==> config.mk <==
export PLATFORM = sky130hd
export DESIGN_NAME = ahbl_excl_monitor
export DESIGN_NICKNAME = d
export VERILOG_FILES = /design/src/rtl/ahbl_excl_monitor_pkg.sv /design/src/rtl/ahbl_excl_resv_slot.sv /design/src/rtl/ahbl_excl_monitor.sv
export SDC_FILE = /design/constraint.sdc
export NUM_CORES = 1
export LEC_CHECK = 0
export CORE_MARGIN = 4
export CORE_UTILIZATION = 38
export DETAILED_ROUTE_END_ITERATION = 8
export HOLD_SLACK_MARGIN = 0.05
export PLACE_DENSITY = 0.82
export RECOVER_POWER = 25
export SLEW_MARGIN = 20
export SYNTH_ARGS = -nofsm -noshare
export SYNTH_HDL_FRONTEND = slang
export SYNTH_SLANG_ARGS = --single-unit
==> constraint.sdc <==
create_clock -name clk -period 3.05 [get_ports clk]
set_input_delay 0.4575 -clock clk [delete_from_list [all_inputs] [get_ports clk]]
set_output_delay 0.4575 -clock clk [all_outputs]
set_load 0.02 [all_outputs]
==> src/rtl/ahbl_excl_monitor_pkg.sv <==
// Shared AHB-Lite definitions for the exclusive-access monitor: HTRANS
// encodings and the width of the reservation-granule address compare.
package ahbl_excl_monitor_pkg;

    typedef enum logic [1:0] {
        HTRANS_IDLE   = 2'b00,
        HTRANS_BUSY   = 2'b01,
        HTRANS_NONSEQ = 2'b10,
        HTRANS_SEQ    = 2'b11
    } htrans_e;

    // Number of address bits above the granule offset that take part in a match.
    function automatic int granule_w(input int w_addr, input int granule_log2);
        return w_addr - granule_log2;
    endfunction

endpackage

==> src/rtl/ahbl_excl_resv_slot.sv <==
// One reservation slot: a valid bit plus the reserved granule address,
// with set, clear-on-matching-write and a combinational match output.
module ahbl_excl_resv_slot #(
    parameter int GW = 29
) (
    input  logic          clk,
    input  logic          rst_n,
    input  logic          set_en,
    input  logic [GW-1:0] set_granule,
    input  logic          clr_en,
    input  logic [GW-1:0] clr_granule,
    input  logic [GW-1:0] cmp_granule,
    output logic          match
);

    logic          valid_q;
    logic [GW-1:0] granule_q;
    logic          clr_hit;
    logic          set_killed;

    assign clr_hit    = clr_en && valid_q && (granule_q == clr_granule);
    // A write to the granule being reserved on the same edge wins over the set.
    assign set_killed = clr_en && (set_granule == clr_granule);

    always_ff @(posedge clk or negedge rst_n) begin
        if (!rst_n) begin
            valid_q <= 1'b0;
        end else if (set_en) begin
            valid_q <= !set_killed;
        end else if (clr_hit) begin
            valid_q <= 1'b0;
        end
    end

    always_ff @(posedge clk) begin
        if (set_en) begin
            granule_q <= set_granule;
        end
    end

    assign match = valid_q && (granule_q == cmp_granule);

endmodule

==> src/rtl/ahbl_excl_monitor.sv <==
// AHB-Lite exclusive-access monitor placed between a crossbar port and a memory
// slave: tracks one reservation per master and suppresses failing exclusive writes.
module ahbl_excl_monitor
    import ahbl_excl_monitor_pkg::*;
#(
    parameter int N_MASTERS    = 2,
    parameter int W_ADDR       = 32,
    parameter int W_DATA       = 32,
    parameter int GRANULE_LOG2 = 3
) (
    input  logic              clk,
    input  logic              rst_n,
    input  logic              src_hready,
    output logic              src_hready_resp,
    output logic              src_hresp,
    input  logic [W_ADDR-1:0] src_haddr,
    input  logic              src_hwrite,
    input  logic [1:0]        src_htrans,
    input  logic [2:0]        src_hsize,
    input  logic [2:0]        src_hburst,
    input  logic [3:0]        src_hprot,
    input  logic              src_hmastlock,
    input  logic [W_DATA-1:0] src_hwdata,
    output logic [W_DATA-1:0] src_hrdata,
    input  logic              src_hexcl,
    input  logic [7:0]        src_hmaster,
    output logic              src_hexokay,
    output logic              dst_hready,
    input  logic              dst_hready_resp,
    input  logic              dst_hresp,
    output logic [W_ADDR-1:0] dst_haddr,
    output logic              dst_hwrite,
    output logic [1:0]        dst_htrans,
    output logic [2:0]        dst_hsize,
    output logic [2:0]        dst_hburst,
    output logic [3:0]        dst_hprot,
    output logic              dst_hmastlock,
    output logic [W_DATA-1:0] dst_hwdata,
    input  logic [W_DATA-1:0] dst_hrdata
);

    localparam int GW = granule_w(W_ADDR, GRANULE_LOG2);

    logic                 accept;
    logic [GW-1:0]        addr_granule;
    logic [N_MASTERS-1:0] slot_match;
    logic                 excl_pass;
    logic                 excl_wr;
    logic                 wr_fail;
    logic                 wr_clear;
    logic                 set_en;

    logic                 suppressed;
    logic                 rd_excl;
    logic                 wr_excl_ok;
    logic [7:0]           rd_master;
    logic [GW-1:0]        rd_granule;

    assign accept       = src_hready && src_htrans[1];
    assign addr_granule = src_haddr[W_ADDR-1:GRANULE_LOG2];
    assign excl_wr      = accept && src_hexcl && src_hwrite;
    assign wr_fail      = excl_wr && !excl_pass;
    assign wr_clear     = accept && src_hwrite && !wr_fail;

    // Masters without a slot never match, so their exclusive writes always fail.
    always_comb begin
        excl_pass = 1'b0;
        for (int i = 0; i < N_MASTERS; i++) begin
            if (int'(src_hmaster) == i && slot_match[i]) begin
                excl_pass = 1'b1;
            end
        end
    end

    always_ff @(posedge clk or negedge rst_n) begin
        if (!rst_n) begin
            suppressed <= 1'b0;
            rd_excl    <= 1'b0;
            wr_excl_ok <= 1'b0;
            rd_master  <= '0;
            rd_granule <= '0;
        end else if (src_hready) begin
            suppressed <= wr_fail;
            rd_excl    <= accept && src_hexcl && !src_hwrite;
            wr_excl_ok <= excl_wr && excl_pass;
            rd_master  <= src_hmaster;
            rd_granule <= addr_granule;
        end
    end

    assign set_en = rd_excl && dst_hready_resp && !dst_hresp && (int'(rd_master) < N_MASTERS);

    for (genvar i = 0; i < N_MASTERS; i++) begin : g_slot
        ahbl_excl_resv_slot #(
            .GW (GW)
        ) u_slot (
            .clk         (clk),
            .rst_n       (rst_n),
            .set_en      (set_en && (int'(rd_master) == i)),
            .set_granule (rd_granule),
            .clr_en      (wr_clear),
            .clr_granule (addr_granule),
            .cmp_granule (addr_granule),
            .match       (slot_match[i])
        );
    end

    assign dst_hready    = src_hready;
    assign dst_haddr     = src_haddr;
    assign dst_hwrite    = src_hwrite;
    assign dst_htrans    = wr_fail ? HTRANS_IDLE : src_htrans;
    assign dst_hsize     = src_hsize;
    assign dst_hburst    = src_hburst;
    assign dst_hprot     = src_hprot;
    assign dst_hmastlock = src_hmastlock;
    assign dst_hwdata    = src_hwdata;

    // A suppressed write answers OKAY locally in one cycle; the slave never saw it.
    assign src_hready_resp = suppressed || dst_hready_resp;
    assign src_hresp       = !suppressed && dst_hresp;
    assign src_hrdata      = suppressed ? '0 : dst_hrdata;
    assign src_hexokay     = !suppressed && (rd_excl || wr_excl_ok);

endmodule

==> summary.md <==
| Metric | Value |
|---|---|
| I/O pin count | `between 200 and 250` |
| Post-synth cell types | `32` |
| Critical Path RT | `approximately 2.6 ns` |
| Pre-antenna DRT Iters | `4` |
| CP max FO | `3` |
| CTS max path bufs | `2` |
| Worst Setup Start Kind | `input pin` |
| Largest net degree at the start of global routing | `43` |
| Utilization after layout | `between 50% and 60%` |
| Routability Congestion | `about 0.94` |
| Maximum vdd ir drop | `between 300 and 400 µV` |
| Die Span X | `~130 µm` |
| Critical path class | `in -> out` |
| Clock latency on the worst-skew pair | `approximately 0.34 ns` |
| Reg clk slew, reported paths | `0.07 ns` |
| Power consumption | `0.00344 W` |
| DIE AREA | `about 16,000 µm²` |
| # diodes | `0` |
| Drt first-iter violations | `around 130` |
| GRT Util Overall | `a little over a fifth` |
| WL final | `between 15,000 and 20,000 µm` |
| Number of global-route vias before repair | `between 3,000 and 4,000` |
| Fraction of layout cells with a size suffix above 1 | `between 20% and 30%` |
| Outcome | `finished with violations` |
| Worst hold path type | `reg -> reg` |
| Antenna violations before repair | `0` |
| GRT Residual Overflow | `0` |
| Setup violators final | `0` |
| Register area | `around 2800 µm²` |
| Post-synth top area share | `roughly 33%` |
| Top_reg_cell synth | `edfxtp_1` |
| HPWL Detailed | `about 13,000 µm` |
| Drt drc | `0` |
| Synth Register Bits | `100` |
| Final Hold Vio Count | `0` |
| Post-synth EDFFs | `slightly below 60` |
| Final worst-path cycle share | `a little over nine tenths` |
| H-Tree Depth | `3` |
| Fin nets | `664` |
| Clock skew | `between 0.008 and 0.009 ns` |
| Syn nets | `roughly 550` |
| Core Footprint | `13,300 µm²` |
| Max cap viols | `1` |
| Fillcell total | `between 1,000 and 1,500` |
| First-pass GRT wire length | `between 20,000 and 30,000 µm` |
| Root buf cell | `clkbuf_16` |
| Register area share after synthesis | `~53%` |
| Count leader, synth | `buf_4` |
| Max Fclk | `around 0.34 GHz` |
| Starting Density | `between 30% and 40%` |
| Clock Sinks | `100` |
| Worst-Margin Slew | `2.53 ns` |
| # port buffers | `about 150` |
| Drt wl/cell | `approximately 24 µm` |
| Avg Cell Area, Syn | `around 12 µm²` |
| CTS buffer count | `9` |
| CTS Hold Bufs | `0` |
| Post-Syn Instances | `~420` |
| Lkg Pwr | `about 2.7 nW` |
| Final min period | `2.94 ns` |
| Async SR Flop Fraction | `a little over two fifths` |
| Layout area overhead | `35.1%` |
| CP Data Arrival Time | `about 2.5 ns` |
| Hold slack | `approximately 0.5 ns` |
| Vias per cell | `~5` |
| Post-synth top cells | `buf_4 (77), xnor2_1 (65), edfxtp_1 (58)` |
| Core Rows | `42` |
| CTS tree | `yes` |
| Cell taking the most area after synthesis | `edfxtp_1` |
| Mapped cell area | `5240 µm²` |
| Vias | `between 3,000 and 4,000` |
| Power Dens Cells | `about 490 nW/µm²` |
| RSZ-0062 raised after global routing | `no` |
| Slew HR | `-68.4%` |
| Slew Limit Fails | `43` |
| Area occupied by multi-input gates | `approximately 1900 µm²` |
| Ys Warns | `0` |
| Violated checks | `max-capacitance violations, max-slew violations` |
| Die H | `125 µm` |
| Post-DRT Antenna Nets | `0` |
| Most area-consuming cells after synthesis | `edfxtp_1 (33%), dfrtp_1 (20%), buf_4 (11%)` |
| CP Capture Type | `primary output` |
cell families after synthesis:
| kind of cell | after synthesis | share of synthesized area [%] |
|---|---|---|
| AO/OA/AOI/OAI | 11 | 1.67 |
| XOR/XNOR | 84 | 14.1 |
| buffers and inverters | 89 | 11.9 |
| flip-flops | 100 | 53.3 |
| multiplexers | 36 | 7.74 |
| AND/OR/NAND/NOR | 101 | 11.3 |
flip-flops by register name, summed over array words and instances, names as in the netlist:
name                     flops
g_slot.u_slot.granule_q     58
rd_excl                      1
rd_master                    8
wr_excl_ok                   1
rd_granule                  29
suppressed                   1
g_slot.u_slot.valid_q        2
final timing paths:
path | from | cells past startpoint | slack, ns | end
hold / removal | wr_excl_ok | 1 | 0.50 | wr_excl_ok
setup / recovery | src_haddr[12] | 11 | 0.11 | dst_htrans[1]
max in group asynchronous | rst_n | 1 | 0.72 | rd_granule[12]
hold reg to reg | wr_excl_ok | 1 | 0.50 | wr_excl_ok
setup reg to reg | rd_master[4] | 7 | 0.73 | g_slot[1].u_slot.valid_q
min in group asynchronous | rst_n | 1 | 0.89 | rd_granule[8]
metrics by stage:
stage                     setup slack, ns  cells  setup TNS [ns]  instance area (µm²)
after global routing              0.00777    720               0                 7070
final                               0.108    720               0                 7070
after detailed placement           -0.523    701           -1.02                 6620
after global placement             -0.454    701          -0.906                 6620
after CTS                          0.0174    717               0                 7030
after floorplan                     0.162    421               0                 5240
report_power, final:
part / switching, W / internal (W) / leakage, nW
sequential: 0.0000567 / 0.00150 / 1.02
clock: 0.000492 / 0.000798 / 0.162
combinational: 0.000276 / 0.000320 / 1.47
cell type report:
| type | count | area share, % |
|---|---|---|
| Clock buffer | 9 | 3.19 |
| Clock inverter | 6 | 1.57 |
| Inverter | 4 | 0.212 |
| Multi-Input combinational cell | 232 | 27.2 |
| Sequential cell | 100 | 39.5 |
| Tap cell | 176 | 3.11 |
| Timing Repair Buffer | 193 | 25.2 |
layout by cell type (no fill, tap or decap), drive strengths merged, types with 2 or more instances in the layout:
cell / n
nand3: 7
edfxtp: 58
xor2: 19
clkdlybuf4s50: 131
mux2: 36
a21o: 3
inv: 5
nor2: 12
dlygate4sd2: 9
o21ai: 2
nor2b: 36
dfrtp: 42
nand2: 4
nor4: 11
nand4: 21
nor3: 5
xnor2: 65
bufinv: 3
clkbuf: 10
buf: 51
timing repair:
action	4_1_cts	5_1_grt
gates resized for setup	27	5
endpoints found under the setup margin	2	2
pin swaps	4	5
cloned	0	0
buffers inserted	1	3
per-layer routing:
metal | GRT usage [%] | share of wire (%)
met1 | 21.7 | 34
met2 | 39.5 | 55
met3 | 8.78 | 9.7
met4 | 5.74 | 1.4
met5 | 2.17 | 0.27
worst max-delay path: stages:
cell	delay, ns
clkdlybuf4s50_1	0.48
buf_4	0.19
xnor2_2	0.18
nand4_1	0.16
nor4_2	0.17
buf_4	0.16
a32oi_2	0.06
o21ai_2	0.17
nor2_1	0.11
nor2b_1	0.15
buf_2	0.19
Note: power is estimated with default switching activity, not from simulation.
